===== config.mk =====
export PLATFORM = sky130hd
export DESIGN_NAME = data_mem_ctrl
export DESIGN_NICKNAME = d
export VERILOG_FILES = /design/src/rtl/data_mem_ctrl.sv
export SDC_FILE = /design/constraint.sdc
export NUM_CORES = 2
export LEC_CHECK = 0
export ABC_AREA = 1
export CAP_MARGIN = 0
export CELL_PAD_IN_SITES_DETAIL_PLACEMENT = 1
export CELL_PAD_IN_SITES_GLOBAL_PLACEMENT = 2
export CORE_UTILIZATION = 37
export DETAILED_ROUTE_END_ITERATION = 10
export PLACE_DENSITY = 0.82
export SYNTH_ARGS = -nofsm -noshare
export SYNTH_HDL_FRONTEND = slang
export SYNTH_SLANG_ARGS = --single-unit

===== constraint.sdc =====
create_clock -name clock -period 88.6 [get_ports clock]
set_input_delay 13.29 -clock clock [delete_from_list [all_inputs] [get_ports clock]]
set_output_delay 13.29 -clock clock [all_outputs]
set_load 0.01 [all_outputs]

===== src/rtl/data_mem_ctrl.sv =====
// data_mem_ctrl: multi-cycle data memory with a valid/ready request port,
// configurable wait states, an address-error response and a test_value tap.
// Optional feature macro: DMEM_BYTE_EN (req_be gates individual byte lanes
// on stores). Without it every store writes the full word.
module data_mem_ctrl #(
  parameter int unsigned DATA_W      = 32,
  parameter int unsigned ADDR_W      = 32,
  parameter int unsigned DEPTH       = 64,
  parameter int unsigned WAIT_STATES = 2,
  parameter int unsigned TEST_ADDR   = 0
) (
  input  logic                  clock,
  input  logic                  reset,
  input  logic                  req_valid,
  output logic                  req_ready,
  input  logic                  req_write,
  input  logic [ADDR_W-1:0]     req_addr,
  input  logic [DATA_W-1:0]     req_wdata,
  input  logic [DATA_W/8-1:0]   req_be,
  output logic                  rsp_valid,
  output logic [DATA_W-1:0]     rsp_rdata,
  output logic                  rsp_err,
  output logic [15:0]           test_value
);

  localparam int unsigned BE_W      = DATA_W / 8;
  localparam int unsigned OFF_W     = $clog2(BE_W);
  localparam int unsigned IDX_W     = $clog2(DEPTH);
  localparam int unsigned CNT_W     = 4;
  localparam int unsigned TEST_WORD = TEST_ADDR / BE_W;

  typedef enum logic [1:0] {
    IDLE = 2'd0,
    WAIT = 2'd1,
    RESP = 2'd2
  } state_t;

  state_t              state;
  logic [CNT_W-1:0]    wait_cnt;
  logic [ADDR_W-1:0]   lat_addr;
  logic                lat_write;
  logic [DATA_W-1:0]   lat_wdata;
  logic [BE_W-1:0]     lat_be;

  logic [DATA_W-1:0]   mem [DEPTH];

  logic                accept_c;
  logic                commit_c;
  logic [ADDR_W-1:0]   cur_addr;
  logic                cur_write;
  logic [DATA_W-1:0]   cur_wdata;
  logic [BE_W-1:0]     cur_be;
  logic [ADDR_W-1:0]   word_c;
  logic                misalign_c;
  logic                range_err_c;
  logic                err_c;
  logic [IDX_W-1:0]    idx_c;

  // Handshake: a request is taken only in IDLE once ready has come up
  assign accept_c = (state == IDLE) && req_ready && req_valid;

  // Commit happens on the edge entering RESP; with zero wait states that is the accept edge
  assign commit_c = ((WAIT_STATES == 0) && accept_c) ||
                    ((state == WAIT) && (wait_cnt == CNT_W'(1)));

  // With zero wait states the request has not been latched yet at commit, so use the port
  always_comb begin
    cur_addr  = lat_addr;
    cur_write = lat_write;
    cur_wdata = lat_wdata;
    cur_be    = lat_be;
    if (WAIT_STATES == 0) begin
      cur_addr  = req_addr;
      cur_write = req_write;
      cur_wdata = req_wdata;
      cur_be    = req_be;
    end
  end

  // Address decode: word index, misalignment and range check
  assign word_c      = cur_addr >> OFF_W;
  assign misalign_c  = (cur_addr & ADDR_W'(BE_W - 1)) != '0;
  assign range_err_c = word_c >= ADDR_W'(DEPTH);
  assign err_c       = misalign_c || range_err_c;
  assign idx_c       = word_c[IDX_W-1:0];

  // Observation tap, combinational so a store to TEST_ADDR shows in its RESP cycle
  assign test_value = mem[IDX_W'(TEST_WORD)][15:0];

  // Request FSM with registered handshake and response outputs
  always_ff @(posedge clock or posedge reset) begin
    if (reset) begin
      state     <= IDLE;
      req_ready <= 1'b0;
      rsp_valid <= 1'b0;
      rsp_rdata <= '0;
      rsp_err   <= 1'b0;
      wait_cnt  <= '0;
      lat_addr  <= '0;
      lat_write <= 1'b0;
      lat_wdata <= '0;
      lat_be    <= '0;
    end else begin
      rsp_valid <= 1'b0;
      rsp_rdata <= '0;
      rsp_err   <= 1'b0;

      case (state)
        IDLE: begin
          req_ready <= 1'b1;
          if (accept_c) begin
            req_ready <= 1'b0;
            lat_addr  <= req_addr;
            lat_write <= req_write;
            lat_wdata <= req_wdata;
            lat_be    <= req_be;
            wait_cnt  <= CNT_W'(WAIT_STATES);
            state     <= (WAIT_STATES == 0) ? RESP : WAIT;
          end
        end
        WAIT: begin
          req_ready <= 1'b0;
          wait_cnt  <= wait_cnt - CNT_W'(1);
          if (wait_cnt == CNT_W'(1)) begin
            state <= RESP;
          end
        end
        RESP: begin
          req_ready <= 1'b1;
          state     <= IDLE;
        end
        default: begin
          req_ready <= 1'b0;
          state     <= IDLE;
        end
      endcase

      if (commit_c) begin
        rsp_valid <= 1'b1;
        rsp_err   <= err_c;
        rsp_rdata <= (!cur_write && !err_c) ? mem[idx_c] : '0;
      end
    end
  end

  // Storage array: cleared on reset, updated only by a committed error-free store
  always_ff @(posedge clock or posedge reset) begin
    if (reset) begin
      for (int unsigned i = 0; i < DEPTH; i++) begin
        mem[i] <= '0;
      end
    end else if (commit_c && cur_write && !err_c) begin
      for (int unsigned b = 0; b < BE_W; b++) begin
`ifdef DMEM_BYTE_EN
        if (cur_be[b]) begin
          mem[idx_c][8*b +: 8] <= cur_wdata[8*b +: 8];
        end
`else
        mem[idx_c][8*b +: 8] <= cur_wdata[8*b +: 8];
`endif
      end
    end
  end

`ifndef DMEM_BYTE_EN
  // Byte enables carry no meaning in full-word builds
  logic unused_be;
  assign unused_be = ^cur_be;
`endif

endmodule


==> impl_metrics.yaml <==
outcome:
  status: "completed"
placed_design:
  placed_cell_area_mm2: 0.107
  hpwl_mm: 246
  numPortBuffers: 118
  gp_congestion: 0.845
  place_inst: 17300
  dp_slack_ps: 69530
floorplanning:
  pin_count: 123
  core-area_mm2: 0.279
  num_rows: 194
  die_x_um: 532
  initial_utilization: 0.372
  die_h_um: 532
  die_area_mm2: 0.283
pwr:
  powerDensity_mw_per_mm2: 29.6
  power_leakage_nw: 58.2
  power.total_mw: 3.43
  ir_worst_vdd_mv: 0.0242
global_route:
  grt_pass1_wl_mm: 630
  grt_pass1_vias: 99800
  gr-total-overflow: 0
  grt_usage: 0.291
  grt_max_degree: 156
  antenna_found_initial: 12
timing:
  slew_viol_final: 0
  fin_crit_sh: 0.202
  setup_viol: 0
  min_period_ps: 17900
  layout_setup_ws_ps: 70700
  hold_viol_final: 0
  slew_headroom: 0.120
  rsz0062_at_grt: "false"
  fin_tns_setup_ps: 0
  skew_ps: 37.9
  fmax_ghz: 0.0559
  worst_pin_slew_ps: 1320
  hold_ws_ps: 464
setup_path:
  cp.required_ps: 89450
  crit_path_end_kind: "asynchronous set/reset pin"
  cp_max_fo: 90
  cp-start-kind: "primary input"
  regToRegStartpoint: "cur_addr[2]$_DFFE_PP0P_"
  worstSetupStartpoint: "reset"
  crit_type: "in -> async"
  arrival_ps: 18750
routing:
  postRouteAntennaNets: 0
  first_pass_iters: 6
  routedWlPerCell_um: 23.2
  vias: 93900
  drt-initial-drc-count: 6889
  viasPerCell: 5.30
  drc: 0
  wl_mm: 412
worst_hold_path:
  hold_path.class: "reg -> reg"
  holdCritStartpoint: "mem[1916]$_DFFE_PP0P_"
layout:
  final_util: 0.415
  drive_above_1_share: 0.0558
  area_growth_pct: 11.7
  fin_area_mm2: 0.116
  final_cells: 17700
  final_nets: 13900
clocking:
  cts_tree: "yes"
  cts_sinks: 2154
  ctsHtreeMaxLevel: 5
  cts_inserted_buffers: 263
  cts_root_buf: "clkbuf_16"
  clkTransAtPathRegs_ps: 50
  clk-insertion-delay-late_ps: 900
  cts_resized: 0
  cts.path.max_buffers: 4
  postCtsSetupRepairBufs: 0
  holdBufCountCts: 0
logic_synthesis:
  synth_area_mm2: 0.104
  syn_nets: 14300
  syn_inst: 14300
  synth-seq-cells: 2154
  ys_types: 25
  yosysSeqAreaShare: 0.519
  yosys_warnings: 0
  synth.avg_cell_area_um2: 7.27
job:
  cap_violations: 0
## synth_stat cells
cell | instances | area (µm²)
inv_2 | 55 | 206
o211ai_1 | 124 | 931
buf_4 | 19 | 143
nor3_4 | 2 | 32.5
buf_1 | 43 | 161
nand2_1 | 7161 | 26900
o21ai_1 | 4 | 20.0
nor2_4 | 17 | 191
nand4_2 | 1 | 12.5
nor3_2 | 5 | 50.1
nand3_2 | 1 | 10.0
ha_1 | 2 | 25.0
nor3_1 | 1 | 5.00
nand4_1 | 107 | 669
nand3b_1 | 1 | 7.51
dfrtp_1 | 2154 | 53900
nor2_2 | 64 | 400
buf_2 | 303 | 1520
nor2_1 | 199 | 747
o21ai_0 | 1281 | 6410
clkbuf_1 | 685 | 2570
a21oi_1 | 106 | 531
inv_1 | 1054 | 3960
nand3_1 | 880 | 4400
a22oi_1 | 1 | 7.51
## cells in the final DEF (no fill, tap or decap), types with 2 or more instances in the layout
cell / n
clkdlybuf4s50_1: 118
o211ai_1: 124
clkbuf_16: 270
nor2_1: 172
clkbuf_8: 42
diode_2: 13
clkinv_8: 10
inv_2: 53
bufinv_16: 18
inv_6: 7
nand2_1: 7160
nand4_1: 107
dfrtp_4: 31
inv_16: 4
nor3_4: 7
inv_8: 4
clkinv_2: 20
nor2_2: 62
nand3_1: 879
o21ai_1: 4
clkbuf_1: 83
nand3_2: 2
o21ai_0: 1281
a21oi_1: 106
buf_4: 182
nor2_4: 46
dfrtp_1: 2119
dfrtp_2: 4
ha_1: 2
buf_12: 12
inv_1: 1049
## state kept, by name, summed over array words and instances, names as in the netlist
name and flops:
cur_write 1, mem 2032, test_value 16, req_ready 1, wait_cnt 4, rsp_rdata 32, cur_addr 32, state 2
rsp_valid 1, rsp_err 1, cur_wdata 32
## critical path: stages
cell             delay, ps
clkdlybuf4s50_1        500
inv_8                  430
buf_4                  830
buf_4                  830
buf_4                  810
buf_4                  870
buf_4                  870
## kinds of logic after synthesis
kind of cell	Yosys count	synth area share
AOI/OAI and AO/OA	1516	0.0761
adders and majority gates	2	0.000241
buffers and inverters	2159	0.0824
DFF	2154	0.519
and+or+nand+nor	8439	0.322
## metal layers
| layer | GRT usage | up-vias | share of wire |
|---|---|---|---|
| met5 | 0 | - | 0.000070 |
| met4 | 0.133 | 6 | 0.050 |
| met3 | 0.0319 | 664 | 0.043 |
| met2 | 0.490 | 2123 | 0.48 |
| met1 | 0.374 | 48200 | 0.43 |
| li1 | - | 42900 | - |
## where the power goes
| part | switching, mW | internal [mW] |
|---|---|---|
| clock | 0.450 | 0.652 |
| combinational | 0.947 | 0.252 |
| sequential | 0.130 | 1.00 |
| total | 1.53 | 1.91 |
## cell type report
cell class,count,area (µm²)
clock buffers,395,7650
diodes,13,32.5
flip-flops and latches,2154,54000
well taps,3724,4660
fillers,34400,163000
multi-input cells,9957,41600
clock inverters,60,977
inverters,1109,4200
repair buffers,312,2790
## worst paths after layout
check / slack, ps / cells past startpoint / endpoint
worst max-delay path: 70700 / 7 / mem[845]$_DFFE_PP0P_
worst min-delay path: 460 / 2 / mem[1916]$_DFFE_PP0P_
worst max register to register: 82420 / 12 / rsp_rdata[3]$_DFF_PP0_
worst min register to register: 460 / 2 / mem[1916]$_DFFE_PP0P_
max in group clock: 73410 / 1 / test_value[5]
min in group asynchronous: 12930 / 2 / rsp_rdata[7]$_DFF_PP0_
(Power assumes the default switching activity.)
